--- config.mk ---
export PLATFORM = sky130hd
export DESIGN_NAME = branch_controller
export DESIGN_NICKNAME = d
export VERILOG_FILES = /design/src/rtl/branch_controller.sv
export SDC_FILE = /design/constraint.sdc
export NUM_CORES = 1
export LEC_CHECK = 0
export BUFFER_PORTS_ARGS = -buffer_cell sky130_fd_sc_hd__buf_2
export CORE_MARGIN = 2
export CORE_UTILIZATION = 49
export CTS_CLUSTER_DIAMETER = 150
export CTS_CLUSTER_SIZE = 30
export DETAILED_ROUTE_END_ITERATION = 10
export PLACE_DENSITY = 0.82
export SETUP_SLACK_MARGIN = 0.2
export SYNTH_ARGS = -nofsm -noshare
export SYNTH_HDL_FRONTEND = slang
export SYNTH_SLANG_ARGS = --single-unit
--- constraint.sdc ---
create_clock -name clk -period 4.4 [get_ports clk]
set_input_delay 0.22 -clock clk [delete_from_list [all_inputs] [get_ports clk]]
set_output_delay 0.22 -clock clk [all_outputs]
set_load 0.005 [all_outputs]
--- src/rtl/branch_controller.sv ---
// Branch resolution sequencer: picks the oldest resolved branch from the two issue pipes,
// holds a misprediction until its delay slot has issued, then pulses redirect/flush to fetch.
package branch_pkg;
  typedef struct packed {
    logic        valid;
    logic        taken;
    logic [31:0] target;
  } branch_resolved_t;
endpackage

// state       | meaning
// ST_IDLE     | no mispredict pending; accepting resolved branches
// ST_WAIT_DS  | mispredict latched, waiting for its delay slot to issue
// ST_REDIRECT | one-cycle redirect/flush pulse to fetch
module branch_controller
  import branch_pkg::*;
#(
  parameter int CNT_WIDTH = 32
) (
  input  logic                 clk,
  input  logic                 rst,
  input  branch_resolved_t     resolved0,
  input  branch_resolved_t     resolved1,
  input  logic [31:0]          pc0,
  input  logic [31:0]          pc1,
  input  logic                 pred0_taken,
  input  logic                 pred1_taken,
  input  logic [31:0]          pred0_target,
  input  logic [31:0]          pred1_target,
  input  logic                 pipe1_valid,
  input  logic                 ds_valid,
  input  logic                 stall,
  input  logic                 except_flush,
  output logic                 redirect_valid,
  output logic [31:0]          redirect_pc,
  output logic                 flush_younger,
  output logic                 busy,
  output logic [CNT_WIDTH-1:0] branch_cnt,
  output logic [CNT_WIDTH-1:0] mispred_cnt
);

  localparam logic [1:0] ST_IDLE     = 2'd0;
  localparam logic [1:0] ST_WAIT_DS  = 2'd1;
  localparam logic [1:0] ST_REDIRECT = 2'd2;

  logic [1:0]  state, state_nxt;
  logic [31:0] pend_pc;

  logic        sel_valid, sel_taken, sel_pipe0, sel_pred_taken;
  logic [31:0] sel_target, sel_pc, sel_pred_target;
  logic [31:0] correct_pc;
  logic        mispredict, accept;

  // Pipe 0 wins; when it resolves, pipe 1 holds its delay slot, not a branch.
  always_comb begin
    sel_pipe0       = resolved0.valid;
    sel_valid       = resolved0.valid | resolved1.valid;
    sel_taken       = resolved1.taken;
    sel_target      = resolved1.target;
    sel_pc          = pc1;
    sel_pred_taken  = pred1_taken;
    sel_pred_target = pred1_target;
    if (resolved0.valid) begin
      sel_taken       = resolved0.taken;
      sel_target      = resolved0.target;
      sel_pc          = pc0;
      sel_pred_taken  = pred0_taken;
      sel_pred_target = pred0_target;
    end
  end

  assign correct_pc = sel_taken ? sel_target : sel_pc + 32'd8;
  assign mispredict = (sel_pred_taken != sel_taken) |
                      (sel_taken & (sel_pred_target != sel_target));
  assign accept     = (state == ST_IDLE) & ~stall & ~except_flush & sel_valid;

  always_comb begin
    state_nxt = state;
    if (except_flush) begin
      state_nxt = ST_IDLE;
    end else begin
      case (state)
        ST_IDLE: begin
          if (accept & mispredict)
            state_nxt = (sel_pipe0 & pipe1_valid) ? ST_REDIRECT : ST_WAIT_DS;
        end
        ST_WAIT_DS: begin
          if (ds_valid & ~stall)
            state_nxt = ST_REDIRECT;
        end
        ST_REDIRECT: state_nxt = ST_IDLE;
        default:     state_nxt = ST_IDLE;
      endcase
    end
  end

  always_ff @(posedge clk) begin
    if (rst) begin
      state          <= ST_IDLE;
      redirect_valid <= 1'b0;
      flush_younger  <= 1'b0;
      busy           <= 1'b0;
      pend_pc        <= '0;
      branch_cnt     <= '0;
      mispred_cnt    <= '0;
    end else begin
      state          <= state_nxt;
      redirect_valid <= (state_nxt == ST_REDIRECT);
      flush_younger  <= (state_nxt == ST_REDIRECT);
      busy           <= (state_nxt != ST_IDLE);
      if (accept) begin
        branch_cnt <= branch_cnt + 1'b1;
        if (mispredict) begin
          mispred_cnt <= mispred_cnt + 1'b1;
          pend_pc     <= correct_pc;
        end
      end
    end
  end

  assign redirect_pc = pend_pc;

endmodule

==> out/metrics.yaml, run 1 <==
grt_use_met1_pct: 42.9
cp_top_family: "compound AO/OA/AOI/OAI gates"
place.port_buffers: 302
p_total_w: 0.00218
synth_edf_count: 0
reg2reg_from: "state[0]$_SDFF_PP0_"
startpoint_type: "primary input"
grt_pass1_wl_mm: 37.7
htree_levels: 3
crit_start: "resolved0[33]"
synth_fp_nets: 1084
synth_xor_area_share_pct: 12.3
fin_util_pct: 63.9
instances_no_fill: 1334
drt_iter0_drc: 588
grt.met2_usage_pct: 52.1
cts_resized: 0
syn_area_mm2: 0.00696
setup_violations: 0
nets: 1355
busiest_layer: "met2"
hold_buffers: 0
vias_per_cell: 5.91
antenna_found_initial: 4
die_width_um: 123
status: "finished clean"
synth-compound-area-share_pct: 19.9
cts.sinks: 100
cp_max_fo: 51
syn2layout_area_growth_pct: 27.6
ys_ff_latch: 100
synth_top_family_by_area: "simple AND/OR/NAND/NOR gates"
cp_cell_sequence: "buf_4, buf_4, o2111ai_1, nor4_1, nand3_1, a211o_1, a41oi_1, nor4_1"
report.final.slew_viol_count: 0
hold_start: "except_flush"
synth_warnings: 0
fin_crit_ns: 2.87
seq_area_frac_synth_pct: 28.8
slowest_stage: "a211o_1"
worst_pin_slew_ns: 1.02
wl_per_cell_um: 18.8
crit_buf_inv: 2
clockRootBuffer: "clkbuf_16"
antenna_left: 0
relSlewSlack_pct: 32.3
rows: 43
drc: 0
drt-pass1-iter-count: 5
grt_pass1_vias: 7235
synthAdderAreaFrac_pct: 0.540
synthDistinctLibCells: 62
post-place-ws_ns: 1.24
fillers: 1277
use_met3_pct: 7.24
powerDensity_mw_per_mm2: 246
io_pins: 303
drive_above_1_share_pct: 30.9
rsz0062_at_grt: "false"
grt_overflow_total: 0
gp_congestion: 0.981
synth.area.mux_share_pct: 9.01
arrival_ns: 3.05
cts_tree: "built"
cts_setup_buffers: 0
power_leakage_nw: 3.83
min_period_over_period_pct: 65.1
yosys.area_share.simple_pct: 24.7
cts_made_buffers: 9
grt_max_degree: 71
yosys_most_used_dff: "dfxtp_1"
core_mm2: 0.0139
syn_inst: 877
dp.cells: 1317
wirelength_mm: 25.1
hold_class: "primary input to flop"
hpwl_mm: 20.2
vias: 7879
peakVddDrop_mv: 0.231
setup_ws_ns: 1.53
synth-async-reset-ratio_pct: 0
crit_type: "primary input to flop"
die_h_um: 123
dieArea_mm2: 0.0152
fin_skew_ns: 0.0151
crit_path_end_kind: "flop"
synth.avg_cell_area_um2: 7.93
cap_violations: 0
setup_tns_ns: 0
path_clk_slew_ns: 0.07
hold_viol_final: 0
clock.fmax_mhz: 349
grtUsageTotal_pct: 32.3
crit_required_ns: 4.59
insertion_delay_ns: 0.35
max_stage_delay_ns: 0.75
clockBufferDepth: 2
start_util_pct: 50.1
final timing paths:
| check | endpoint | slack, ns | cells past startpoint |
|---|---|---|---|
| hold / removal | busy$_SDFF_PP0_ | 0.12 | 2 |
| setup reg to reg | branch_cnt[29]$_SDFFE_PP0P_ | 1.71 | 7 |
| setup / recovery | flush_younger$_SDFF_PP0_ | 1.53 | 8 |
| hold reg to reg | mispred_cnt[31]$_SDFFE_PP0N_ | 0.48 | 2 |
cell usage in the layout (no fill, tap or decap), types with 3 or more instances in the layout:
| cell | Yosys | routed |
|---|---|---|
| and2_1 | 7 | 7 |
| o311ai_0 | 3 | 3 |
| dfxtp_1 | 100 | 100 |
| nor2_1 | 61 | 61 |
| o31ai_1 | 23 | 23 |
| a222oi_1 | 3 | 3 |
| nand2b_1 | 11 | 11 |
| and3_1 | 14 | 14 |
| inv_1 | 22 | 22 |
| nor4_1 | 12 | 12 |
| nor3_1 | 10 | 10 |
| o21ai_0 | 39 | 39 |
| nand4_1 | 20 | 20 |
| mux2_2 | 13 | 13 |
| a21oi_1 | 75 | 75 |
| and4_1 | 5 | 5 |
| nand3_1 | 51 | 51 |
| or2_2 | 3 | 3 |
| buf_2 | 11 | 301 |
| mux2i_1 | 48 | 48 |
| or3_1 | 8 | 8 |
| clkbuf_16 | 0 | 9 |
| o211ai_1 | 11 | 11 |
| a22oi_1 | 4 | 4 |
| or4_1 | 23 | 23 |
| nand2_1 | 67 | 67 |
| ha_1 | 3 | 3 |
| buf_4 | 1 | 15 |
| a221oi_1 | 3 | 3 |
| o2111ai_1 | 15 | 15 |
| xnor2_1 | 49 | 49 |
| xor2_1 | 49 | 49 |
| a211oi_1 | 14 | 13 |
| o41ai_1 | 3 | 3 |
| nor2b_1 | 14 | 14 |
| nand3b_1 | 5 | 5 |
metal layers:
metal | wire length [µm] | vias to the layer above
li1 | - | 3781
met1 | 10800 | 3694
met2 | 11500 | 355
met3 | 2150 | 45
met4 | 641 | 4
met5 | 27 | -
final cells by class:
cell class	count	area [µm²]	share of cell area, %
tap	180	225	2.54
timing repair buffer	316	1620	18.2
multi-input combinational	699	4640	52.3
clock buffer	10	239	2.69
inverter	22	82.6	0.930
sequential	100	2000	22.6
antenna	2	5.00	0.0564
clock inverter	5	60.1	0.677
Yosys cell counts (all sizes together), types with 3 or more instances:
cell | number | area, µm²
and2 | 7 | 43.8
a222oi | 3 | 30.0
nand2b | 11 | 68.8
nand3 | 51 | 255
a221oi | 3 | 26.3
or4 | 23 | 173
buf | 15 | 88.8
ha | 3 | 37.5
nand2 | 67 | 251
o2111ai | 15 | 131
xor2 | 49 | 429
and3 | 14 | 87.6
mux2i | 48 | 480
or2 | 3 | 18.8
inv | 22 | 82.6
a21oi | 75 | 375
nor3 | 12 | 70.1
o211ai | 11 | 82.6
clkbuf | 41 | 154
or3 | 8 | 50.1
o311ai | 3 | 26.3
a22oi | 4 | 30.0
a211oi | 14 | 105
nand3b | 6 | 57.6
dfxtp | 100 | 2000
o21ai | 40 | 200
mux2 | 13 | 146
o31ai | 23 | 173
nor2b | 14 | 87.6
o41ai | 3 | 26.3
nand4 | 21 | 138
nor2 | 61 | 229
and4 | 5 | 43.8
xnor2 | 49 | 429
nor4 | 13 | 87.6
sequential cells by signal, indices dropped and copies added, names as in the netlist:
signal         cells
flush_younger      1
redirect_pc       32
state              2
busy               1
branch_cnt        32
mispred_cnt       32
metrics by stage:
| stage | area, µm² | hold slack [ns] |
|---|---|---|
| floorplan | 6960 | 0.299 |
| global placement | 8570 | 0.461 |
| detailed placement | 8570 | 0.466 |
| CTS | 8870 | 0.123 |
| global route | 8870 | 0.148 |
| finish | 8870 | 0.121 |
cell families after synthesis:
group	Yosys count
adder cells (fa/ha/maj)	3
AO/OA/AOI/OAI	216
multiplexers	61
XOR/XNOR	98
flip-flops	100
buffers and inverters	78
AND/OR/NAND/NOR	321
power breakdown:
group / switching [W] / internal [W]
sequential: 0.0000124 / 0.000922
combinational: 0.000251 / 0.000195
clock: 0.000349 / 0.000456
total: 0.000612 / 0.00157
worst reg2reg max path, stage by stage, from the launching register on:
cell       delay [ns]
dfxtp_1          0.34
nor4_2           0.34
o2111ai_1        0.25
nor3_1           0.54
nand3_1          0.38
nor2_1           0.31
nand4_1          0.14
mux2_2           0.29
Power figures use the tool's default switching activity.
==> inputs of run 2 (changes only) <==
--- a/config.mk
+++ b/config.mk
@@ -7,11 +7,11 @@
 export LEC_CHECK = 0
 export BUFFER_PORTS_ARGS = -buffer_cell sky130_fd_sc_hd__buf_2
 export CORE_MARGIN = 2
-export CORE_UTILIZATION = 49
+export CORE_UTILIZATION = 44
 export CTS_CLUSTER_DIAMETER = 150
 export CTS_CLUSTER_SIZE = 30
 export DETAILED_ROUTE_END_ITERATION = 10
-export PLACE_DENSITY = 0.82
+export PLACE_DENSITY = 0.78
 export SETUP_SLACK_MARGIN = 0.2
 export SYNTH_ARGS = -nofsm -noshare
 export SYNTH_HDL_FRONTEND = slang
==> constraint.sdc (replaced) <==
create_clock -name clk -period 2.5 [get_ports clk]
set_input_delay 0.125 -clock clk [delete_from_list [all_inputs] [get_ports clk]]
set_output_delay 0.125 -clock clk [all_outputs]
set_load 0.005 [all_outputs]
==> out/metrics.yaml, run 2 (synthesis gave the netlist of run 1 again) <==
antenna_found_initial: 3  # -1
fin_util_pct: 60.9  # -3.0 points
cts_tree: "built"
max_stage_delay_ns: 0.48  # -0.27 ns
crit_path_end_kind: "flop"
cts_setup_buffers: 0  # unchanged
clock.fmax_mhz: 454
reg2reg_from: "mispred_cnt[5]$_SDFFE_PP0N_"
peakVddDrop_mv: 0.336  # +46%
antenna_left: 0  # unchanged
dieArea_mm2: 0.0168  # +11%
layout_common_cells: "buf_2, dfxtp_1, a21oi_1"
clockRootBuffer: "clkbuf_16"
start_util_pct: 45.4  # -4.7 points
rsz0062_at_grt: "true"
drt_iter0_drc: 657  # +12%
grt_max_degree: 52  # -27%
drc: 0  # unchanged
setup_tns_ns: 0  # unchanged
drt-pass1-iter-count: 5  # unchanged
hold_start: "pipe1_valid"
place.port_buffers: 302  # unchanged
grt_overflow_total: 0  # unchanged
min_period_over_period_pct: 88.1
gp_congestion: 0.969  # -1.3%
cts_made_buffers: 9  # unchanged
cap_violations: 0  # unchanged
die_h_um: 130  # +5.4%
fillers: 1475  # +16%
worst_pin_slew_ns: 0.667  # -0.349 ns
report.final.slew_viol_count: 0  # unchanged
fin_crit_ns: 2.20
vias: 8128  # +3.2%
htree_levels: 3  # unchanged
layout_commonest_cell: "buf_2"
grt_pass1_wl_mm: 41.3  # +9.5%
drive_above_1_share_pct: 33.7  # +2.8 points
cts.sinks: 100  # unchanged
path_clk_slew_ns: 0.07  # about the same
wl_per_cell_um: 19.6  # +4.4%
startpoint_type: "flop"
status: "finished clean"
crit_required_ns: 2.79  # -1.80 ns
place_area_mm2: 0.00889  # +3.8%
hpwl_mm: 21.7  # +7.1%
hold_class: "primary input to flop"
relSlewSlack_pct: 55.3  # +23 points
syn2layout_area_growth_pct: 34.2
vias_per_cell: 5.83  # -1.4%
nets: 1382  # +2.0%
clockBufferDepth: 2  # unchanged
wirelength_mm: 27.4  # +9.1%
grtUsageTotal_pct: 32.0  # -0.26 points
fin_skew_ns: 0.0102  # -0.00495 ns
slowest_stage: "or4_1"
die_width_um: 130  # +5.4%
powerDensity_mw_per_mm2: 441  # +79%
insertion_delay_ns: 0.36  # about the same
crit_type: "flop to flop"
crit_start: "mispred_cnt[5]$_SDFFE_PP0N_"
rows: 45  # +4.7%
io_pins: 303  # unchanged
cp_max_fo: 14  # -73%
power_leakage_nw: 4.02  # +5.1%
crit_top_cell: "and3_1"
arrival_ns: 2.49  # -0.56 ns
fin_area_mm2: 0.00933  # +5.2%
core_mm2: 0.0153  # +10%
hold_viol_final: 0  # unchanged
cp_cell_sequence: "and3_1, and3_1, and3_1, nand3_1, buf_4, or4_1, a21oi_1"
grt_pass1_vias: 7642  # +5.6%
setup_violations: 0  # unchanged
-- run 2: through the flow --
stage | power, W | setup slack (ns) | cells | hold slack, ns
floorplan | 0.00209 | -0.0715 | 877 | 0.204
global placement | 0.00249 | 0.0725 | 1372 | 0.370
detailed placement | 0.00250 | 0.00922 | 1372 | 0.372
CTS | 0.00413 | 0.245 | 1390 | 0.0842
global route | 0.00427 | 0.189 | 1394 | 0.124
finish | 0.00412 | 0.299 | 1395 | 0.105
-- run 2: worst paths after layout --
check	depth (start not counted)	to	slack, ns
setup / recovery	7	mispred_cnt[30]$_SDFFE_PP0N_	0.30
hold / removal	4	state[0]$_SDFF_PP0_	0.10
setup reg to reg	7	mispred_cnt[30]$_SDFFE_PP0N_	0.30
hold reg to reg	2	redirect_pc[23]$_SDFFE_PP0N_	0.48
-- run 2: critical path, delay by kind of cell, from the launching register on --
family	cells	cell delay (ns)
AND/OR/NAND/NOR	5	1.34
flip-flops	1	0.43
buffers and inverters	1	0.20
AO/OA/AOI/OAI	1	0.16
-- run 2: layout make-up --
type	count	area (µm²)	area share, %
multi-input combinational	699	4720	50.6
sequential	100	2010	21.5
timing repair buffer	343	1900	20.4
tap	211	264	2.83
clock buffer	10	229	2.45
clock inverter	6	111	1.19
inverter	22	85.1	0.912
antenna	4	10.0	0.107
-- run 2: power by group --
part           switching (W)  total, W  internal [W]  leakage, nW
Clock               0.000650   0.00163      0.000983        0.168
Sequential         0.0000200   0.00164       0.00162        0.810
Combinational       0.000475  0.000845      0.000370         3.04
Total                0.00114   0.00412       0.00298         4.02
-- run 2: routing by layer --
metal	up-vias	track usage, %	part of all wire [%]
met4	0	14.2	4.2
met1	3823	40.8	41
met5	-	0	0
met3	67	8.53	8.9
met2	401	51.0	46
li1	3837	-	-
-- run 2: repair_timing --
action / CTS / global route
cloned: 0 / 1
pin swaps: 0 / 1
hold buffers: 2 / 0
hold endpoints to repair: 3 / 0
gates resized for setup: 1 / 11
endpoints found under the setup margin: 3 / 19
